<file path="config.mk">
export PLATFORM = sky130hd
export DESIGN_NAME = sram_port_arbiter
export DESIGN_NICKNAME = d
export VERILOG_FILES = /design/src/rtl/sram_port_arbiter.sv
export SDC_FILE = /design/constraint.sdc
export NUM_CORES = 1
export LEC_CHECK = 0
export CAP_MARGIN = 30
export CORE_MARGIN = 4
export CORE_UTILIZATION = 37
export DETAILED_ROUTE_END_ITERATION = 8
export PLACE_DENSITY = 0.79
export SETUP_SLACK_MARGIN = 0.15
export SYNTH_ARGS = -nofsm -noshare
export SYNTH_HDL_FRONTEND = slang
export SYNTH_SLANG_ARGS = --single-unit
</file>
<file path="constraint.sdc">
create_clock -name clk -period 5.85 [get_ports clk]
set_clock_uncertainty 0.1 [all_clocks]
set_input_delay 1.4625 -clock clk [delete_from_list [all_inputs] [get_ports clk]]
set_output_delay 1.4625 -clock clk [all_outputs]
set_load 0.01 [all_outputs]
</file>
<file path="src/rtl/sram_port_arbiter.sv">
// sram_port_arbiter: round-robin two-client arbiter and pipelined sequencer for a single-port SRAM macro.
module sram_port_arbiter #(
  parameter int ADDR_W = 5,
  parameter int DATA_W = 32,
  parameter int RD_LAT = 1
) (
  input  logic              clk,
  input  logic              reset,
  input  logic              req0_valid,
  output logic              req0_ready,
  input  logic              req0_we,
  input  logic [ADDR_W-1:0] req0_addr,
  input  logic [DATA_W-1:0] req0_wdata,
  input  logic              req1_valid,
  output logic              req1_ready,
  input  logic              req1_we,
  input  logic [ADDR_W-1:0] req1_addr,
  input  logic [DATA_W-1:0] req1_wdata,
  output logic              rsp0_valid,
  output logic [DATA_W-1:0] rsp0_rdata,
  output logic              rsp1_valid,
  output logic [DATA_W-1:0] rsp1_rdata,
  output logic              csb_n,
  output logic              we_n,
  output logic [ADDR_W-1:0] addr,
  output logic [DATA_W-1:0] din,
  input  logic [DATA_W-1:0] dout
);
  logic              last_q, last_d, grant, accept, acc_we;
  logic              csb_n_q, csb_n_d, we_n_q, we_n_d;
  logic              rsp0_valid_q, rsp0_valid_d, rsp1_valid_q, rsp1_valid_d;
  logic [ADDR_W-1:0] addr_q, addr_d;
  logic [DATA_W-1:0] din_q, din_d, rdata0_q, rdata0_d, rdata1_q, rdata1_d;
  logic [RD_LAT:0]   tv_q, tv_d, to_q, to_d, tr_q, tr_d;
  // Tag pipeline: tv = in flight, to = owner, tr = is_read; stage RD_LAT lines up with valid dout.
  always_comb begin
    grant = (req0_valid & req1_valid) ? ~last_q : ~req0_valid;
    req0_ready = req0_valid & ~grant & ~reset;
    req1_ready = req1_valid & grant & ~reset;
    accept = req0_ready | req1_ready;
    acc_we = grant ? req1_we : req0_we;
    last_d = accept ? grant : last_q;
    csb_n_d = ~accept;
    we_n_d = ~(accept & acc_we);
    addr_d = accept ? (grant ? req1_addr : req0_addr) : addr_q;
    din_d = accept ? (grant ? req1_wdata : req0_wdata) : din_q;
    tv_d[0] = accept;
    to_d[0] = grant;
    tr_d[0] = ~acc_we;
    for (int i = 1; i <= RD_LAT; i++) begin
      tv_d[i] = tv_q[i-1];
      to_d[i] = to_q[i-1];
      tr_d[i] = tr_q[i-1];
    end
    rsp0_valid_d = tv_q[RD_LAT] & ~to_q[RD_LAT];
    rsp1_valid_d = tv_q[RD_LAT] & to_q[RD_LAT];
    rdata0_d = (rsp0_valid_d & tr_q[RD_LAT]) ? dout : rdata0_q;
    rdata1_d = (rsp1_valid_d & tr_q[RD_LAT]) ? dout : rdata1_q;
  end
  always_ff @(posedge clk or posedge reset) begin
    if (reset) begin
      last_q <= 1'b1;
      csb_n_q <= 1'b1;
      we_n_q <= 1'b1;
      addr_q <= '0;
      din_q <= '0;
      tv_q <= '0;
      to_q <= '0;
      tr_q <= '0;
      rsp0_valid_q <= 1'b0;
      rsp1_valid_q <= 1'b0;
      rdata0_q <= '0;
      rdata1_q <= '0;
    end else begin
      last_q <= last_d;
      csb_n_q <= csb_n_d;
      we_n_q <= we_n_d;
      addr_q <= addr_d;
      din_q <= din_d;
      tv_q <= tv_d;
      to_q <= to_d;
      tr_q <= tr_d;
      rsp0_valid_q <= rsp0_valid_d;
      rsp1_valid_q <= rsp1_valid_d;
      rdata0_q <= rdata0_d;
      rdata1_q <= rdata1_d;
    end
  end
  assign csb_n = csb_n_q;
  assign we_n = we_n_q;
  assign addr = addr_q;
  assign din = din_q;
  assign rsp0_valid = rsp0_valid_q;
  assign rsp1_valid = rsp1_valid_q;
  assign rsp0_rdata = rdata0_q;
  assign rsp1_rdata = rdata1_q;
endmodule

</file>
# After elaboration in Yosys (flattened, before gate mapping)
# Index checks and enable logic that the tools add are counted.
# Widths: inputs -> output; s select.
# totals
latch_bits,0
n_memories,0
wordCells,35
output_inout_bits,107
ramBits,0
register_bits,112
inputBits,112
romBits,0
# op_classes
order_cmp,0
eq_ne,0
bitwise,19
mux,4
n_mul,0
shift,0
div,0
add_sub_neg,0
n_reduce_logical,0
# op_table
cell,n
$mux 32,1
$and 1x1->1,10
$not 1->1,8
$mux 5,1
$mux 1,2
$or 1x1->1,1

# Longest topological paths before layout
# depth
ltp_word,8
ltp_mapped,7
ltp_nobuf,5

# Worst setup path before layout
# OpenSTA, ideal clock, no wires.
# synth_timing
kind,input port to output port
from,input port reset
to,output port req1_ready
n_path_buf,0
arrival_time_ns,4.349
slack_ns,-0.062
t_required_ns,4.288
cell_stages,3
path_cell_list,inv_1 > nand2_1 > a21oi_1
# synth_via
elab_chain_len,2
# synth_lines
element,line_no,source
"start, declared",8,"input logic reset,"
$not 1->1,39,req1_ready = req1_valid & grant & ~reset;
$and 1x1->1,39,
"end, declared",15,"output logic req1_ready,"
# Every way passes these cells.

# Final worst setup path
# layout_timing
from,input port req1_valid
to,output port req0_ready
# layout_via
elab_chain_len,5
# layout_lines
element,line_no,source
"start, declared",14,"input logic req1_valid,"
$and 1x1->1,37,grant = (req0_valid & req1_valid) ? ~last_q : ~req0_valid;
$mux 1,37,
named net grant,29,"logic last_q, last_d, grant, accept, acc_we;"
$not 1->1,38,req0_ready = req0_valid & ~grant & ~reset;
$and 1x1->1 (2 in a row),38,
"end, declared",10,"output logic req0_ready,"
# The timed path passes the listed nets, and every way through them passes these cells.

==> impl_metrics.json <==
{
  "dp_hpwl_um": 9980,
  "ir_drop_mv": 0.141,
  "crit_slowest_cell": "nand2b_1",
  "dieArea_um2": 14700,
  "drc": 0,
  "outcome": "completed",
  "post-cts-setup-buffers": 0,
  "fp.coreArea_um2": 12600,
  "hold_slack_ns": 0.250,
  "die_x_um": 121,
  "period_needed_ns": 4.94,
  "timing.critical_path.required_ns": 4.29,
  "grt_setup_unrepaired": "no",
  "dr_total_vias": 3850,
  "ys_seq_elements": 112,
  "worst_setup_path_end_kind": "output pin",
  "syn-num-nets": 487,
  "yosys_warnings": 0,
  "fp.dieH_um": 121,
  "max_stage_delay_ns": 0.57,
  "htree_levels": 3,
  "synthDistinctLibCells": 28,
  "synthesis.area_um2": 4740,
  "synth_area_leaders": "dfrtp_1, mux2_4, mux2_1, a31oi_1, nand3_1",
  "tightest_slew_ns": 0.742,
  "grt.total_usage": 0.189,
  "numCtsBuffers": 9,
  "cts_tree": "done",
  "maxCapViolations": 0,
  "critical-path-top-delay-family": "buffers and inverters",
  "grt_pass1_vias": 3938,
  "avgViaCountPerCell": 5.08,
  "synth_top_area_frac": 0.576,
  "period_share": 0.844,
  "clock_path_buffers": 2,
  "wl_per_cell_um": 18.0,
  "gp_routability_congestion": 0.783,
  "ant_nets": 0,
  "cp_common_cell": "clkdlybuf4s50_1",
  "area_delta_synth_final_pct": 55.8,
  "grt_pass1_wl_um": 21700,
  "final_common_cell": "clkdlybuf4s50_1",
  "firstDrtPassIters": 5,
  "critPathKind": "in -> out",
  "drt-total-wl_um": 13700,
  "overflow": 0,
  "ios": 219,
  "cts_hold_buf": 0,
  "fin_nets": 693,
  "clkTransAtPathRegs_ns": 0.07,
  "crit_path_start_kind": "primary input",
  "hold_viol_final": 0,
  "synthesis.instances": 375,
  "crit_chain": "clkdlybuf4s50_1 -> nand2b_1 -> nand2_1 -> nor2_1 -> clkdlybuf4s50_1",
  "worst-path-max-fanout": 19,
  "drtIter0Drc": 247,
  "rows": 41,
  "clock.fmax_mhz": 202,
  "drive_gt1_frac": 0.114,
  "syn_area_per_cell_um2": 12.6,
  "fillers": 1000,
  "initial_core_util": 0.377,
  "power.density_nw_per_um2": 353,
  "critPathBufInv": 2,
  "n_antenna_cell": 0,
  "yosys.area.top_type": "dfrtp_1",
  "io_buffers": 218,
  "clk_latency_ns": 0.34,
  "slew_viol_final": 0,
  "post_cts_resized": 0,
  "finalPower_mw": 2.61,
  "synth-seq-area-share": 0.593,
  "layout_common_cells": "clkdlybuf4s50_1, dfrtp_1, nand3_1, nor2_1, a31oi_1",
  "antenna_found_initial": 0,
  "max_slew_margin": 0.506,
  "cts_sinks": 112,
  "min_path_type": "reg -> reg",
  "p_leak_nw": 3.06,
  "finalSetupViolations": 0,
  "arrival_ns": 3.38,
  "setup_tns_ns": 0,
  "grt_max_degree": 80,
  "cts_root_buf": "clkbuf_16"
}
final timing paths:
check / depth (start not counted) / slack [ns] / startpoint / to
setup / recovery: 5 / 0.91 / req1_valid / req0_ready
hold / removal: 0 / 0.25 / tv_q[0] / tv_q[1]
setup reg to reg: 4 / 3.79 / last_q / din[24]
hold reg to reg: 0 / 0.25 / tv_q[0] / tv_q[1]
max in group asynchronous: 5 / 3.07 / reset / rsp1_rdata[18]
min in group asynchronous: 3 / 1.58 / reset / din[28]
power by group:
group	total, mW	internal [mW]	switching [mW]	leakage (nW)
combinational	0.861	0.531	0.329	1.61
sequential	1.07	0.958	0.108	1.29
clock	0.680	0.393	0.287	0.165
synthesized netlist by cell type (all sizes together):
| cell type | count |
|---|---|
| a21o | 1 |
| a21oi | 1 |
| a31oi | 37 |
| and2 | 2 |
| and2b | 1 |
| buf | 24 |
| clkbuf | 7 |
| dfrtp | 109 |
| dfstp | 3 |
| inv | 3 |
| mux2 | 64 |
| nand2 | 2 |
| nand2b | 1 |
| nand3 | 39 |
| nand3b | 1 |
| nor2 | 38 |
| nor2b | 1 |
| o21ai | 41 |
stage by stage:
step	util	worst slack (ns)	instance area, µm²	std cells
5_1_grt	0.587	0.783	7380	758
2_1_floorplan	-	0.837	4740	375
6_report	0.587	0.911	7380	758
4_1_cts	0.585	0.932	7350	757
3_3_place_gp	0.553	0.992	6950	738
3_5_place_dp	0.558	0.949	7010	741
state kept, by name, summed over array words and instances, names as in the netlist:
signal / cells
rsp0_rdata: 32
csb_n: 1
rsp1_valid: 1
rsp0_valid: 1
rsp1_rdata: 32
din: 32
last_q: 1
tr_q: 2
addr: 5
to_q: 2
we_n: 1
tv_q: 2
per-layer routing:
layer  part of all wire  track usage  wire length [µm]  up-vias
li1                   -            -                 -     1750
met1               0.41        0.237              5670     1874
met2               0.47        0.305              6370      204
met3              0.099       0.0606              1360       22
met4              0.020       0.0707               268        0
met5                  0            0                 0        -
logic make-up (layout without fill, tap and decap cells):
family                 Yosys count  after routing  synth area share
AND/OR/NAND/NOR                 85             85            0.0851
flip-flops                     112            112             0.593
multiplexers                    64             64             0.176
AO/OA/AOI/OAI                   80             80            0.0972
buffers and inverters           34            245            0.0491
layout make-up:
class	count	area (µm²)	share of cell area
clock buffers	10	239	0.0324
clock inverters	6	97.6	0.0132
inverters	3	15.0	0.00204
multi-input cells	229	1700	0.230
flip-flops and latches	112	2810	0.380
well taps	172	215	0.0292
repair buffers	226	2310	0.313
No activity file was read; power rests on OpenSTA's default activity.
